### src/rtl/sar_pkg.sv
// Shared definitions for the successive-approximation search engine.
//   state_e      : 2-bit FSM encoding (IDLE=0, TRY=1, DONE=2)
//   F_*          : bit positions of the comparator flag vector {greater, equal, smaller}
//   flags_ok()   : true when exactly one comparator flag is set
package sar_pkg;

  typedef enum logic [1:0] {
    S_IDLE = 2'd0,
    S_TRY  = 2'd1,
    S_DONE = 2'd2
  } state_e;

  localparam int F_SMALLER = 0;
  localparam int F_EQUAL   = 1;
  localparam int F_GREATER = 2;

  function automatic logic flags_ok(input logic [2:0] f);
    return (f == 3'b001) || (f == 3'b010) || (f == 3'b100);
  endfunction

endpackage

### src/rtl/sar_search_nbit.sv
// sar_search_nbit: successive-approximation search driving an external comparator.
// Proposes guesses MSB first, one bit per TRY cycle, and reads smaller/equal/greater
// (guess vs target) back combinationally in the same cycle.
// Ports:
//   clk, reset_n         clock (rising edge), asynchronous active-low reset
//   start                begin a search (sampled only in IDLE)
//   smaller/equal/greater comparator flags for the current guess
//   guess [N-1:0]        trial value to comparator input a
//   busy                 high while searching (TRY)
//   done                 one-cycle pulse, result valid
//   result [N-1:0]       found value, held until the next accepted start
//   flag_err             sticky: flags were not one-hot during a TRY cycle
module sar_search_nbit
  import sar_pkg::*;
#(
  parameter int N = 12
) (
  input  logic         clk,
  input  logic         reset_n,
  input  logic         start,
  input  logic         smaller,
  input  logic         equal,
  input  logic         greater,
  output logic [N-1:0] guess,
  output logic         busy,
  output logic         done,
  output logic [N-1:0] result,
  output logic         flag_err
);

  localparam int BW = $clog2(N);
  localparam logic [N-1:0]  ONE    = N'(1);
  localparam logic [BW-1:0] IDX_HI = BW'(N - 1);

  state_e        state_q, state_d;
  logic [N-1:0]  acc_q, acc_d;
  logic [BW-1:0] bit_q, bit_d;
  logic [N-1:0]  guess_q, guess_d;
  logic [N-1:0]  result_q, result_d;
  logic          err_q, err_d;

  logic [2:0]    flags;
  logic          ok;
  logic [N-1:0]  acc_nxt;
  logic [BW-1:0] bit_m1;

  assign flags = {greater, equal, smaller};
  assign ok    = flags_ok(flags);
  // Bad flags fall through as "greater": the trial bit is dropped.
  assign acc_nxt = (ok && flags[F_SMALLER]) ? guess_q : acc_q;
  assign bit_m1  = bit_q - BW'(1);

  always_comb begin
    state_d  = state_q;
    acc_d    = acc_q;
    bit_d    = bit_q;
    guess_d  = guess_q;
    result_d = result_q;
    err_d    = err_q;
    unique case (state_q)
      S_IDLE: begin
        if (start) begin
          state_d = S_TRY;
          acc_d   = '0;
          bit_d   = IDX_HI;
          guess_d = ONE << IDX_HI;
          err_d   = 1'b0;
        end
      end
      S_TRY: begin
        err_d = err_q | ~ok;
        if (ok && flags[F_EQUAL]) begin
          result_d = guess_q;
          state_d  = S_DONE;
        end else if (bit_q == '0) begin
          acc_d    = acc_nxt;
          result_d = acc_nxt;
          state_d  = S_DONE;
        end else begin
          acc_d   = acc_nxt;
          bit_d   = bit_m1;
          guess_d = acc_nxt | (ONE << bit_m1);
        end
      end
      S_DONE:  state_d = S_IDLE;
      default: state_d = S_IDLE;
    endcase
  end

  always_ff @(posedge clk or negedge reset_n) begin
    if (!reset_n) begin
      state_q  <= S_IDLE;
      acc_q    <= '0;
      bit_q    <= IDX_HI;
      guess_q  <= '0;
      result_q <= '0;
      err_q    <= 1'b0;
    end else begin
      state_q  <= state_d;
      acc_q    <= acc_d;
      bit_q    <= bit_d;
      guess_q  <= guess_d;
      result_q <= result_d;
      err_q    <= err_d;
    end
  end

  assign guess    = guess_q;
  assign busy     = (state_q == S_TRY);
  assign done     = (state_q == S_DONE);
  assign result   = result_q;
  assign flag_err = err_q;

endmodule

### config.mk
export PLATFORM = sky130hd
export DESIGN_NAME = sar_search_nbit
export DESIGN_NICKNAME = d
export VERILOG_FILES = /design/src/rtl/sar_pkg.sv /design/src/rtl/sar_search_nbit.sv
export SDC_FILE = /design/constraint.sdc
export NUM_CORES = 1
export LEC_CHECK = 0
export CORE_MARGIN = 5
export CORE_UTILIZATION = 58
export CTS_CLUSTER_SIZE = 12
export DETAILED_ROUTE_END_ITERATION = 7
export PLACE_DENSITY = 0.8
export SLEW_MARGIN = 20
export SYNTH_ARGS = -nofsm -noshare
export SYNTH_HDL_FRONTEND = slang
export SYNTH_SLANG_ARGS = --single-unit
### constraint.sdc
create_clock -name clk -period 5.2 [get_ports clk]
set_input_delay 1.04 -clock clk [delete_from_list [all_inputs] [get_ports clk]]
set_output_delay 1.04 -clock clk [all_outputs]
set_load 0.02 [all_outputs]
# ---- Word level (Yosys, flattened, before mapping)
# Index checks and enable logic that the tools add are counted.
dict set report totals {
  ff_bits 43
  latchBits 0
  mem_bits_rw 0
  mem_bits_ro 0
  memories 0
}
dict set report classes {
  addsub 1
  mul 0
  n_div 0
  n_lt_le_gt_ge 0
  n_eq_ne 9
  shift 1
  muxes 20
  bitwise_logic 3
  n_reduce_logical 13
}
# cell count
set op_table {}
lappend op_table {{12-bit 2-to-1 mux} 8}
lappend op_table {{12-bit case mux with 2 select lines} 2}
lappend op_table {{4-bit 2-to-1 mux} 3}
lappend op_table {{12-bit bitwise OR} 1}
lappend op_table {{1-bit by 4-bit << shifter with 12-bit output, first input constant} 1}
lappend op_table {{4-bit case mux with 2 select lines} 1}
lappend op_table {{2-bit 2-to-1 mux} 3}
lappend op_table {{2-bit != test, second input constant} 3}
lappend op_table {{2-bit AND reduction} 3}
lappend op_table {{4-bit logical NOT} 1}
lappend op_table {{2-bit case mux with 2 select lines} 1}
lappend op_table {{4-bit AND reduction} 1}
lappend op_table {{2-bit nonzero test} 2}
lappend op_table {{4-bit by 1-bit subtractor with 4-bit output, second input constant} 1}
lappend op_table {{3-bit by 1-bit == test with 1-bit output, second input constant} 1}
lappend op_table {{3-bit by 2-bit == test with 1-bit output, second input constant} 1}
lappend op_table {{3-bit == test, second input constant} 1}
lappend op_table {{3-bit by 1-bit != test with 1-bit output, second input constant} 1}
lappend op_table {{3-bit AND reduction} 1}
lappend op_table {{2-bit by 1-bit == test with 1-bit output, second input constant} 1}
lappend op_table {{2-bit == test, second input constant} 1}
lappend op_table {{1-bit logical AND} 2}
lappend op_table {{2-bit logical NOT} 1}
lappend op_table {{1-bit logical OR} 2}
lappend op_table {{other kinds (4)} 4}

# ---- Longest topological paths before layout
dict set report depth {
  ltp_word 9
  depth_mapped 9
}

# ---- Worst setup path after synthesis
# No wires, ideal clock.
dict set report synth_path {
  path_type {in2reg}
  from {input equal}
  to {register acc_q[2]}
  setup_ns 0.125
  t_arrival_ns 2.144
  setup_slack_ns 2.931
  stages 4
  cell_sequence {nor3b_2 a211oi_1 buf_2 mux2_2}
}
dict set report synth_via {
  elab_chain_cells 7
  elab_cells_between_ends 12
  classes_between {4 x eq/ne; 3 x mux; 5 x reduce/logical}
}
# item line
set synth_lines {}
lappend synth_lines {{start, declared} sar_search_nbit.sv:22} ;# input logic equal,
lappend synth_lines {{3-bit by 1-bit == test with 1-bit output / 3-bit by 2-bit == test with 1-bit output (equally long branches)} sar_pkg.sv:18} ;# return (f == 3'b001) || (f == 3'b010) || (f == 3'b100);
lappend synth_lines {{1-bit logical OR (2 in a row)} sar_pkg.sv:18}
lappend synth_lines {{1-bit logical AND} sar_search_nbit.sv:50} ;# assign acc_nxt = (ok && flags[F_SMALLER]) ? guess_q : acc_q;
lappend synth_lines {{12-bit 2-to-1 mux} sar_search_nbit.sv:50}
lappend synth_lines {{12-bit 2-to-1 mux} sar_search_nbit.sv:72} ;# if (ok && flags[F_EQUAL]) begin
lappend synth_lines {{12-bit case mux with 2 select lines} sar_search_nbit.sv:60} ;# unique case (state_q)
lappend synth_lines {{end signal, assigned} sar_search_nbit.sv:93} ;# acc_q <= '0;
lappend synth_lines {{end signal, assigned} sar_search_nbit.sv:100} ;# acc_q <= acc_d;
lappend synth_lines {{end, declared} sar_search_nbit.sv:36} ;# logic [N-1:0] acc_q, acc_d;
# Several ways; a longest one is shown, not always the timed one. The select of a mux whose other input is x is not followed.
# A chain may end at the register's enable or synchronous reset.

# ---- Final worst setup path
dict set report layout_path {
  from {input equal}
  to {register bit_q[2]}
}
dict set report layout_via {
  elab_chain_cells 6
  elab_cells_between_ends 8
  classes_between {4 x eq/ne; 4 x reduce/logical}
}
# item line
set layout_lines {}
lappend layout_lines {{3-bit by 1-bit == test with 1-bit output / 3-bit by 2-bit == test with 1-bit output (equally long branches)} sar_pkg.sv:18}
lappend layout_lines {{1-bit logical OR (2 in a row)} sar_pkg.sv:18}
lappend layout_lines {{1-bit logical AND (*)} sar_search_nbit.sv:72}
lappend layout_lines {{2-bit != test (no line) (*)} n/a}
lappend layout_lines {{4-bit AND reduction (no line) (*)} n/a}
lappend layout_lines {{end signal, assigned} sar_search_nbit.sv:101} ;# bit_q <= bit_d;
lappend layout_lines {{end, declared} sar_search_nbit.sv:37} ;# logic [BW-1:0] bit_q, bit_d;
# Every way passes the cells marked *; elsewhere a longest branch is shown, timed or not.

==> flow_metrics.py <==
metrics = {
    "routing": {
        "drt-wirelength-per-cell_um": 15.09,
        "first_pass_iters": 4,
        "num_vias": 1741,
        "vias_per_cell": 5.616,
        "wirelength_mm": 4.679,
        "final_antenna_net_count": 0,
        "dr.first_iter.drc_count": 135,
        "drc": 0,
    },
    "sta": {
        "tightest_slew_ns": 1.035,
        "max_freq_ghz": 0.3228,
        "final-max-slew-violation-count": 0,
        "fin_crit_sh": 0.5957,
        "slew_headroom": 0.3075,
        "finalSetupViolCount": 0,
        "tns_ns": 0,
        "rsz0062_at_grt": "no",
        "clock_skew_ns": 0.005858,
        "finalHoldViolCount": 0,
        "period_needed_ns": 3.098,
    },
    "global_route": {
        "grt_start_max_net_pins": 44,
        "grt_pass1_wl_mm": 8.135,
        "overflow": 0,
        "grt_usage": 0.1979,
        "grt_antenna_before_repair": 0,
        "grt_pass1_vias": 1714,
    },
    "floorplan": {
        "core_area_um2": 3716,
        "rows": 22,
        "ios": 33,
        "initial_core_util": 0.6051,
        "die_width_um": 72.26,
        "die_area_um2": 5222,
        "die_h_um": 72.26,
    },
    "clock_network": {
        "cts_hold_buf": 0,
        "numClockSinks": 43,
        "cts_resized": 0,
        "cts_tree": "built",
        "clk_path_buf_depth": 2,
        "clk_pin_slew_ns": 0.08,
        "cts-htree-levels": 2,
        "cts_root_buffer": "clkbuf_8",
        "post_cts_buffers": 0,
        "cts_buffers": 5,
        "worstSkewPairLatency_ns": 0.29,
    },
    "synth": {
        "synth_area_leaders": "dfrtp_1, nand2_1, a21oi_1",
        "yosysWarnings": 0,
        "synth_top_area_frac": 0.4452,
        "yosysTopAreaCell": "dfrtp_1",
        "synth_area_per_cell_um2": 9.609,
        "syn_nets": 245,
        "synth_seq_cells": 43,
        "ys_types": 43,
        "async_flop_share": 1.000,
        "synth_edf_count": 0,
        "synthFlopType": "dfrtp_1",
        "netlist_area_um2": 2248,
        "yosysSeqAreaShare": 0.4802,
        "synth_cells": 234,
    },
    "cells_and_area": {
        "layout-drive-gt1-share": 0.1260,
        "area_growth_pct": 19.20,
        "fin_nets": 272,
        "fin_util": 0.7212,
        "fillers": 275,
        "final_cell_mix": "nand2_1, dfrtp_1, clkdlybuf4s50_1",
        "antenna_cells": 0,
    },
    "critical_path": {
        "cp.arrival_ns": 3.28,
        "critPathKind": "in -> reg",
        "timing.rr.start": "bit_q[1]",
        "crit_start": "equal",
        "critPathLaunchType": "input pin",
        "cp-end-kind": "register",
        "crit_fanout": 25,
        "required_ns": 5.38,
    },
    "outcome": {
        "status": "completed",
    },
    "worst_hold_path": {
        "hp-start": "result[6]",
        "hp-class": "reg -> reg",
    },
    "pwr": {
        "p_clk_frac": 0.185,
        "combPwrFrac": 0.450,
        "p_int_w": 0.0008533,
        "irDropWorstVdd_mv": 0.4301,
        "swShare": 0.4004,
        "p_leak_nw": 1.150,
        "seqPwrFrac": 0.365,
        "power.density_nw_per_um2": 531.0,
        "total_power_w": 0.001423,
        "p_switching_w": 0.0005698,
    },
    "place": {
        "dp_hpwl_mm": 3.350,
        "place.gp.congestion": 0.8010,
        "port-buffer-count": 32,
    },
    "run": {
        "maxCapViolations": 0,
    },
}
## cell usage after synthesis, types with 2 or more instances
cell	count
nand2b_1	2
buf_4	2
o21ai_0	21
or3b_2	2
dfrtp_1	40
a221o_1	3
mux2i_1	10
o22ai_1	3
buf_2	6
mux2_2	8
nand2_1	40
inv_1	12
nor2_1	15
a21oi_1	24
o21ai_1	5
clkbuf_1	4
nor3_1	2
ha_1	5
a211oi_1	4
dfstp_2	3
## worst max-delay path, cell delays in order
cell and delay [ns]:
clkdlybuf4s50_1 0.56, nor3b_2 0.64, nor3_2 0.16, a21oi_4 0.52, o21ai_0 0.23, o31ai_1 0.12
## power by group through the flow
stage	registers (W)	logic [W]	clock network, W
after floorplan	0.000573	0.000369	0
after global placement	0.000523	0.000625	0
after detailed placement	0.000526	0.000637	0
after CTS	0.000519	0.000643	0.000267
after global routing	0.000538	0.000700	0.000283
final	0.000519	0.000641	0.000263
## area by class of cell
class / count / area, um^2 / share of cell area
Clock buffer: 6 / 82.58 / 0.03081
Multi-Input combinational cell: 165 / 1047 / 0.3908
Sequential cell: 43 / 1080 / 0.4029
Inverter: 12 / 45.04 / 0.01681
Clock inverter: 2 / 35.03 / 0.01307
Tap cell: 48 / 60.06 / 0.02241
Timing Repair Buffer: 34 / 330.3 / 0.1232
## stage by stage
step,hold slack (ns),cell area (um^2),setup WS [ns],instances
6_report,0.4846,2680,2.102,310
5_1_grt,0.5192,2680,1.898,310
4_1_cts,0.4874,2680,2.141,310
3_5_place_dp,0.4692,2562,1.924,302
3_3_place_gp,0.4592,2562,2.008,302
2_1_floorplan,0.4699,2248,2.931,234
## final timing paths
kind,to,slack (ns),depth (start not counted)
worst max register to register,bit_q[2],2.74,7
worst min register to register,result[6],0.48,2
worst max-delay path,bit_q[2],2.10,6
min in group asynchronous,flag_err,0.89,1
worst min-delay path,result[6],0.48,2
max in group asynchronous,bit_q[2],3.73,1
## state kept, by name, indices dropped and copies added, names as in the netlist
signal and cells:
state_q 2, acc_q 12, bit_q 4, result 12, guess 12, flag_err 1
## metal layers
metal	global-route usage	part of all wire
met1	0.2686	0.45
met2	0.3225	0.49
met3	0.03324	0.048
met4	0.06472	0.021
met5	0	0
## cell families after synthesis
family	Yosys count	synth area share
buffers and inverters	26	0.05397
and+or+nand+nor	73	0.1597
DFF	43	0.4802
muxes	18	0.08459
AOI/OAI and AO/OA	68	0.1898
xor gates and xnor gates	1	0.003896
adders and majority gates	5	0.02782
No activity file was read; power rests on OpenSTA's default activity.
